**config.mk**
```make
export PLATFORM = sky130hd
export DESIGN_NAME = mips_mc_controller_flat
export DESIGN_NICKNAME = d
export VERILOG_FILES = /design/src/rtl/mips_mc_controller_if.sv /design/src/rtl/mips_mc_controller.sv /design/src/flat_wrapper.sv
export SDC_FILE = /design/constraint.sdc
export NUM_CORES = 1
export LEC_CHECK = 0
export CAP_MARGIN = 20
export CORE_MARGIN = 5
export CORE_UTILIZATION = 45
export DETAILED_ROUTE_END_ITERATION = 10
export PLACE_DENSITY_LB_ADDON = 0.25
export SLEW_MARGIN = 20
export SYNTH_ARGS = -nofsm -noshare
export SYNTH_HDL_FRONTEND = slang
export SYNTH_SLANG_ARGS = --single-unit
```
**constraint.sdc**
```tcl
create_clock -name clk -period 2.3 [get_ports clk]
set_input_delay 0.46 -clock clk [delete_from_list [all_inputs] [get_ports clk]]
set_output_delay 0.46 -clock clk [all_outputs]
set_load 0.01 [all_outputs]
```
**src/rtl/mips_mc_controller_if.sv**
```systemverilog
// rtl/mips_mc_controller_if.sv - control/status bundle between the multi-cycle controller and the MIPS datapath
interface mips_mc_controller_if;
    logic [5:0] Op;
    logic [5:0] Function;
    logic       Zero;
    logic       IorD;
    logic       MemRead;
    logic       MemWrite;
    logic       MemtoReg;
    logic       IRWrite;
    logic       ALUSrcA;
    logic       RegWrite;
    logic       RegDst;
    logic       PCSel;
    logic [1:0] PCSource;
    logic [1:0] ALUSrcB;
    logic [3:0] ALUCtrl;

    // master is the controller: it reads datapath status and drives the strobes
    modport master (
        input  Op, Function, Zero,
        output IorD, MemRead, MemWrite, MemtoReg, IRWrite, ALUSrcA,
               RegWrite, RegDst, PCSel, PCSource, ALUSrcB, ALUCtrl
    );

    modport slave (
        output Op, Function, Zero,
        input  IorD, MemRead, MemWrite, MemtoReg, IRWrite, ALUSrcA,
               RegWrite, RegDst, PCSel, PCSource, ALUSrcB, ALUCtrl
    );
endinterface

```
**src/rtl/mips_mc_controller.sv**
```systemverilog
// rtl/mips_mc_controller.sv - multi-cycle MIPS control FSM with illegal-encoding halt and retire counter
module mips_mc_controller #(
    parameter int RETIRE_W = 32
) (
    input  logic                clk,
    input  logic                reset,
    mips_mc_controller_if.master dp,
    output logic [3:0]          state,
    output logic                instr_done,
    output logic                illegal,
    output logic [RETIRE_W-1:0] retired
);

    typedef enum logic [3:0] {
        S_FETCH  = 4'd0,
        S_DECODE = 4'd1,
        S_MEMADR = 4'd2,
        S_MEMRD  = 4'd3,
        S_MEMWB  = 4'd4,
        S_MEMWR  = 4'd5,
        S_RTEX   = 4'd6,
        S_RTWB   = 4'd7,
        S_BRANCH = 4'd8,
        S_IMMEX  = 4'd9,
        S_IMMWB  = 4'd10,
        S_JUMP   = 4'd11,
        S_HALT   = 4'd15
    } state_t;

    localparam logic [5:0] OP_RTYPE = 6'b000000;
    localparam logic [5:0] OP_J     = 6'b000010;
    localparam logic [5:0] OP_BEQ   = 6'b000100;
    localparam logic [5:0] OP_BNE   = 6'b000101;
    localparam logic [5:0] OP_ADDI  = 6'b001000;
    localparam logic [5:0] OP_SLTI  = 6'b001010;
    localparam logic [5:0] OP_LW    = 6'b100011;
    localparam logic [5:0] OP_SW    = 6'b101011;

    localparam logic [3:0] ALU_AND = 4'b0000;
    localparam logic [3:0] ALU_OR  = 4'b0001;
    localparam logic [3:0] ALU_ADD = 4'b0010;
    localparam logic [3:0] ALU_SUB = 4'b0110;
    localparam logic [3:0] ALU_SLT = 4'b0111;
    localparam logic [3:0] ALU_NOR = 4'b1100;
    localparam logic [3:0] ALU_XOR = 4'b1101;

    state_t     cur;
    state_t     nxt;
    logic [3:0] rt_alu;
    logic       funct_ok;
    logic       done_state;
    logic       branch_take;

    always_comb begin
        funct_ok = 1'b1;
        rt_alu   = ALU_ADD;
        case (dp.Function)
            6'b100000: rt_alu = ALU_ADD;
            6'b100010: rt_alu = ALU_SUB;
            6'b100100: rt_alu = ALU_AND;
            6'b100101: rt_alu = ALU_OR;
            6'b100110: rt_alu = ALU_XOR;
            6'b100111: rt_alu = ALU_NOR;
            6'b101010: rt_alu = ALU_SLT;
            default:   funct_ok = 1'b0;
        endcase
    end

    always_comb begin
        nxt = cur;
        case (cur)
            S_FETCH:  nxt = S_DECODE;
            S_DECODE: begin
                case (dp.Op)
                    OP_LW, OP_SW:     nxt = S_MEMADR;
                    OP_RTYPE:         nxt = S_RTEX;
                    OP_BEQ, OP_BNE:   nxt = S_BRANCH;
                    OP_ADDI, OP_SLTI: nxt = S_IMMEX;
                    OP_J:             nxt = S_JUMP;
                    default:          nxt = S_HALT;
                endcase
            end
            S_MEMADR: nxt = (dp.Op == OP_SW) ? S_MEMWR : S_MEMRD;
            S_MEMRD:  nxt = S_MEMWB;
            S_RTEX:   nxt = funct_ok ? S_RTWB : S_HALT;
            S_IMMEX:  nxt = S_IMMWB;
            S_MEMWB, S_MEMWR, S_RTWB, S_IMMWB, S_BRANCH, S_JUMP: nxt = S_FETCH;
            S_HALT:   nxt = S_HALT;
            default:  nxt = S_HALT;
        endcase
    end

    always_ff @(posedge clk or negedge reset) begin
        if (!reset) begin
            cur     <= S_FETCH;
            illegal <= 1'b0;
            retired <= '0;
        end else begin
            cur <= nxt;
            if (nxt == S_HALT) begin
                illegal <= 1'b1;
            end
            if (instr_done) begin
                retired <= retired + RETIRE_W'(1);
            end
        end
    end

    assign state = cur;

    always_comb begin
        case (cur)
            S_MEMWB, S_MEMWR, S_RTWB, S_IMMWB, S_BRANCH, S_JUMP: done_state = 1'b1;
            default: done_state = 1'b0;
        endcase
    end

    // Strobes are gated by reset so nothing reaches the datapath while it is held.
    assign instr_done = reset & done_state;

    // Kept apart from the main decode so Zero only feeds PCSel and never the ALU controls.
    assign branch_take = (dp.Op == OP_BEQ) ? dp.Zero : ~dp.Zero;
    assign dp.PCSel    = reset & ((cur == S_FETCH) || (cur == S_JUMP) ||
                                  ((cur == S_BRANCH) && branch_take));

    always_comb begin
        dp.IorD     = 1'b0;
        dp.MemRead  = 1'b0;
        dp.MemWrite = 1'b0;
        dp.MemtoReg = 1'b0;
        dp.IRWrite  = 1'b0;
        dp.ALUSrcA  = 1'b0;
        dp.RegWrite = 1'b0;
        dp.RegDst   = 1'b0;
        dp.PCSource = 2'b00;
        dp.ALUSrcB  = 2'b00;
        dp.ALUCtrl  = ALU_ADD;
        if (reset) begin
            case (cur)
                S_FETCH: begin
                    dp.MemRead = 1'b1;
                    dp.IRWrite = 1'b1;
                    dp.ALUSrcB = 2'b01;
                end
                S_DECODE: begin
                    dp.ALUSrcB = 2'b10;
                end
                S_MEMADR: begin
                    dp.ALUSrcA = 1'b1;
                    dp.ALUSrcB = 2'b10;
                end
                // Address recomputed every memory cycle so ALUOut stays valid for the access.
                S_MEMRD: begin
                    dp.ALUSrcA = 1'b1;
                    dp.ALUSrcB = 2'b10;
                    dp.IorD    = 1'b1;
                    dp.MemRead = 1'b1;
                end
                S_MEMWB: begin
                    dp.ALUSrcA  = 1'b1;
                    dp.ALUSrcB  = 2'b10;
                    dp.IorD     = 1'b1;
                    dp.MemRead  = 1'b1;
                    dp.RegWrite = 1'b1;
                    dp.MemtoReg = 1'b1;
                end
                S_MEMWR: begin
                    dp.ALUSrcA  = 1'b1;
                    dp.ALUSrcB  = 2'b10;
                    dp.IorD     = 1'b1;
                    dp.MemWrite = 1'b1;
                end
                S_RTEX: begin
                    dp.ALUSrcA = 1'b1;
                    dp.ALUCtrl = rt_alu;
                end
                S_RTWB: begin
                    dp.ALUSrcA  = 1'b1;
                    dp.ALUCtrl  = rt_alu;
                    dp.RegWrite = 1'b1;
                    dp.RegDst   = 1'b1;
                end
                S_IMMEX: begin
                    dp.ALUSrcA = 1'b1;
                    dp.ALUSrcB = 2'b10;
                    dp.ALUCtrl = (dp.Op == OP_SLTI) ? ALU_SLT : ALU_ADD;
                end
                S_IMMWB: begin
                    dp.ALUSrcA  = 1'b1;
                    dp.ALUSrcB  = 2'b10;
                    dp.ALUCtrl  = (dp.Op == OP_SLTI) ? ALU_SLT : ALU_ADD;
                    dp.RegWrite = 1'b1;
                end
                S_BRANCH: begin
                    dp.ALUSrcA  = 1'b1;
                    dp.ALUCtrl  = ALU_SUB;
                    dp.PCSource = 2'b01;
                end
                S_JUMP: begin
                    dp.PCSource = 2'b10;
                end
                default: begin
                end
            endcase
        end
    end

endmodule

```
**src/flat_wrapper.sv**
```systemverilog
// flat-port wrapper written by rule: the top's interface ports become plain ports
module mips_mc_controller_flat 
#(
    parameter int RETIRE_W = 32
)
  (clk, reset, state, instr_done, illegal, retired, dp_Op, dp_Function, dp_Zero, dp_IorD, dp_MemRead, dp_MemWrite, dp_MemtoReg, dp_IRWrite, dp_ALUSrcA, dp_RegWrite, dp_RegDst, dp_PCSel, dp_PCSource, dp_ALUSrcB, dp_ALUCtrl);
  mips_mc_controller_if dp_i ();
  input  logic clk;
  input  logic reset;
  output logic [3:0] state;
  output logic instr_done;
  output logic illegal;
  output logic [RETIRE_W-1:0] retired;
  input wire logic [$bits(dp_i.Op)-1:0] dp_Op;
  input wire logic [$bits(dp_i.Function)-1:0] dp_Function;
  input wire logic [$bits(dp_i.Zero)-1:0] dp_Zero;
  output wire logic [$bits(dp_i.IorD)-1:0] dp_IorD;
  output wire logic [$bits(dp_i.MemRead)-1:0] dp_MemRead;
  output wire logic [$bits(dp_i.MemWrite)-1:0] dp_MemWrite;
  output wire logic [$bits(dp_i.MemtoReg)-1:0] dp_MemtoReg;
  output wire logic [$bits(dp_i.IRWrite)-1:0] dp_IRWrite;
  output wire logic [$bits(dp_i.ALUSrcA)-1:0] dp_ALUSrcA;
  output wire logic [$bits(dp_i.RegWrite)-1:0] dp_RegWrite;
  output wire logic [$bits(dp_i.RegDst)-1:0] dp_RegDst;
  output wire logic [$bits(dp_i.PCSel)-1:0] dp_PCSel;
  output wire logic [$bits(dp_i.PCSource)-1:0] dp_PCSource;
  output wire logic [$bits(dp_i.ALUSrcB)-1:0] dp_ALUSrcB;
  output wire logic [$bits(dp_i.ALUCtrl)-1:0] dp_ALUCtrl;
  assign dp_i.Op = dp_Op;
  assign dp_i.Function = dp_Function;
  assign dp_i.Zero = dp_Zero;
  assign dp_IorD = dp_i.IorD;
  assign dp_MemRead = dp_i.MemRead;
  assign dp_MemWrite = dp_i.MemWrite;
  assign dp_MemtoReg = dp_i.MemtoReg;
  assign dp_IRWrite = dp_i.IRWrite;
  assign dp_ALUSrcA = dp_i.ALUSrcA;
  assign dp_RegWrite = dp_i.RegWrite;
  assign dp_RegDst = dp_i.RegDst;
  assign dp_PCSel = dp_i.PCSel;
  assign dp_PCSource = dp_i.PCSource;
  assign dp_ALUSrcB = dp_i.ALUSrcB;
  assign dp_ALUCtrl = dp_i.ALUCtrl;
  mips_mc_controller #(.RETIRE_W(RETIRE_W)) u_core (.clk(clk), .reset(reset), .dp(dp_i), .state(state), .instr_done(instr_done), .illegal(illegal), .retired(retired));
endmodule
```
==> results.md <==
- R2R depth: 5
- CTS Buf Count: 5
- Max stage delay on crit path: 0.42 ns
- Reg-to-reg endpoint: u_core.retired[19]$_DFFE_PN0P_
- Diode count: 0
- PortBufs: 69
- Syn nets: 248
- Critical-path cell list: dlygate4sd2_1 -> or3b_4 -> nor4_4 -> xnor2_1 -> o21ai_1 -> a21oi_1 -> buf_2
- Endpoints failing setup: 0
- CP Max Fanout: 2
- Most common cell after layout, fill and taps aside: clkdlybuf4s50_1
- Post-DP HPWL: 4393 um
- FF+latch area: 928.4 um^2
- Relative slew slack: 64.23%
- CP Class: in -> out
- RSZ-0062 raised after global routing: false
- Final Cell Area: 3314 um^2
- Lkg Pwr: 1.464 nW
- Avg Cell Area, Syn: 9.368 um^2
- Top cell type's share of synthesized area: 42.60%
- Clk network pwr share: 19.7%
- Die Width: 79.50 um
- # rows: 25
- Drt wl/cell: 14.82 um
- Vias: 2124
- Yosys cell types: 54
- Initial antenna violation count: 0
- Max-slew violations: 0
- Async SR Flop Fraction: 100.0%
- P_int: 1.772 mW
- RR Startpoint: u_core.retired[7]$_DFFE_PN0P_
- Die H: 79.50 um
- Pwr per Cell Area: 867.0 nW/um^2
- Number of iterations in the first detailed-routing pass: 4
- Data required, critical path: 1.84 ns
- Skew final: 0.009825 ns
- Reg clk slew, reported paths: 0.08 ns
- Critical Path Source Type: input port
- Flop pwr share: 29.9%
- Fillers: 379
- Most frequent cells in the layout: clkdlybuf4s50_1, buf_4, dfrtp_1
- Max-Cap Viols: 0
- Peak Freq: 0.4474 GHz
- Vias per inst: 5.405
- Vias in the first global route: 2155
- CORE AREA: 4692 um^2
- # IOs: 70
- Combinational share of power: 50.4%
- Multi-input logic area: 1245 um^2
- FF-to-FF setup slack: 0.29 ns
- Slowest CP cell: or3b_4
- Area leader, netlist: dfrtp_1
- DRC viols: 0
- WP data arrival: 1.78 ns
- Bufs and invs on worst path: 2
- Tmin final: 2.235 ns
- Synth Register Bits: 37
- Placed cell area: 3153 um^2
- Drt total wl: 5826 um
- Post-Place Cells: 382
- Grt ovf: 0
- EDFF count, synth: 0
- Pin count of the biggest net entering global routing: 20
- RePlAce Congestion: 0.8601
- Place WS: -0.7407 ns
- Sw frac: 38.34%
- Measured slew at the worst slew-check pin: 0.5321 ns
- Fraction of layout cells with a size suffix above 1: 23.60%
- Clock buffer depth: 2
- Crit path capture type: output port
- Root buf cell: clkbuf_8
- P_sw: 1.102 mW
- CTS H-tree lvls: 2
- Post-Syn Instances: 232
- TritonCTS clock tree: done
- VDD IR max: 0.5462 mV
- CTS Hold Bufs: 0
- Tcrit/Tclk final: 97.17%
- Total GRT Usage: 19.68%
- ANT nets after route: 0
- Setup ws final: 0.06499 ns
- 1st-iter DRT viols: 74
- Final nets: 354
- Yosys warnings: 0
- Total power: 2.874 mW
- Final Hold Viols: 0
- Fin cells: 393
- Clk_lat worst skew: 0.29 ns
- Die Area: 6319 um^2
- Syn Std Cell Area: 2173 um^2
- Worst Hold Slack: 0.1259 ns
- Outcome: completed
- Seq/Total Area, Yosys: 42.60%
- Ys flop type: dfrtp_1
- First-pass GRT wire length: 9936 um
- Top delay family on crit path: simple AND/OR/NAND/NOR gates
- Syn-to-layout area delta: 52.50%
- Clk sinks: 37
- Starting Density: 46.32%
- Synth area leaders: dfrtp_1, xnor2_1, nand2_1
- HP Class: in -> async
==> cells by family after synthesis <==
| group | after synthesis | share of synthesized area (%) |
|---|---|---|
| XOR/XNOR | 33 | 13.30 |
| flip-flops | 37 | 42.60 |
| adder cells (fa/ha/maj) | 2 | 1.036 |
| buffers and inverters | 13 | 2.705 |
| AND/OR/NAND/NOR | 119 | 30.80 |
| AO/OA/AOI/OAI | 27 | 9.040 |
| multiplexers | 1 | 0.5181 |
==> worst register-to-register path, cell delays in order (launching register included) <==
cell	delay [ns]
dfrtp_1	0.45
nand4_1	0.14
or4_4	0.59
nor4_4	0.39
nand4_1	0.19
xnor2_1	0.15
==> routing by layer <==
| layer | wire length, um | part of all wire [%] | track usage (%) | vias to the layer above |
|---|---|---|---|---|
| met4 | 68 | 1.2 | 5.155 | 0 |
| met3 | 363 | 6.2 | 4.628 | 4 |
| met2 | 2822 | 48 | 33.64 | 71 |
| met1 | 2572 | 44 | 24.86 | 1018 |
| li1 | - | - | - | 1031 |
| met5 | 0 | 0 | 0 | - |
==> how the worst max path moves through the flow <==
stage                              startpoint       endpoint  slack, ns  depth (start not counted)
floorplan           u_core.state[2]$_DFF_PN0_  dp_ALUCtrl[3]       0.07                          5
global placement                     dp_Op[3]  dp_ALUCtrl[2]      -0.72                          7
detailed placement                   dp_Op[3]  dp_ALUCtrl[2]      -0.74                          7
CTS                                  dp_Op[5]  dp_ALUCtrl[2]      -0.07                          7
global route                         dp_Op[1]       dp_PCSel      0.002                          7
finish                               dp_Op[1]       dp_PCSel       0.06                          7
==> stage by stage <==
step	utilization, %	TNS, ns
final	70.64	0
after global routing	70.64	0
after detailed placement	67.20	-2.447
after global placement	67.20	-2.386
after CTS	70.27	-0.07430
after floorplan	-	0
==> area by class of cell <==
type	instances	share of cell area (%)
clock inverter	3	1.397
tap	54	2.039
clock buffer	5	2.076
sequential	37	28.01
inverter	4	0.4530
multi-input combinational	182	37.56
timing repair buffer	108	28.46
==> cell usage after synthesis (2+ instances only) <==
master	instances
a211o_1	3
a21oi_1	6
a31oi_1	3
and2_1	2
and3_1	5
buf_2	2
buf_4	2
clkbuf_1	4
dfrtp_1	37
inv_1	3
nand2_1	26
nand2b_1	6
nand3_1	14
nand3_2	2
nand4_1	12
nor2_1	23
nor2b_1	3
nor3_1	7
nor3b_1	2
nor4_1	2
nor4_4	2
o21ai_0	2
or2_2	2
xnor2_1	27
xor2_1	6
==> repair_timing <==
item                                    4_1_cts  5_1_grt
gates resized for setup                      46       13
endpoints found under the setup margin       17        4
buffers inserted                              3        0
pin swaps                                     6        8
==> power by group through the flow <==
stage	clock, mW	sequential [mW]	combinational (mW)
6_report	0.566	0.860	1.45
4_1_cts	0.575	0.856	1.45
5_1_grt	0.607	0.870	1.58
3_5_place_dp	0	0.870	1.44
2_1_floorplan	0	0.872	0.738
3_3_place_gp	0	0.872	1.42
==> flip-flops by register name, summed over array words and instances, names as in the netlist <==
signal and cells:
u_core.illegal 1, u_core.retired 32, u_core.state 4
(Power assumes the default switching activity.)
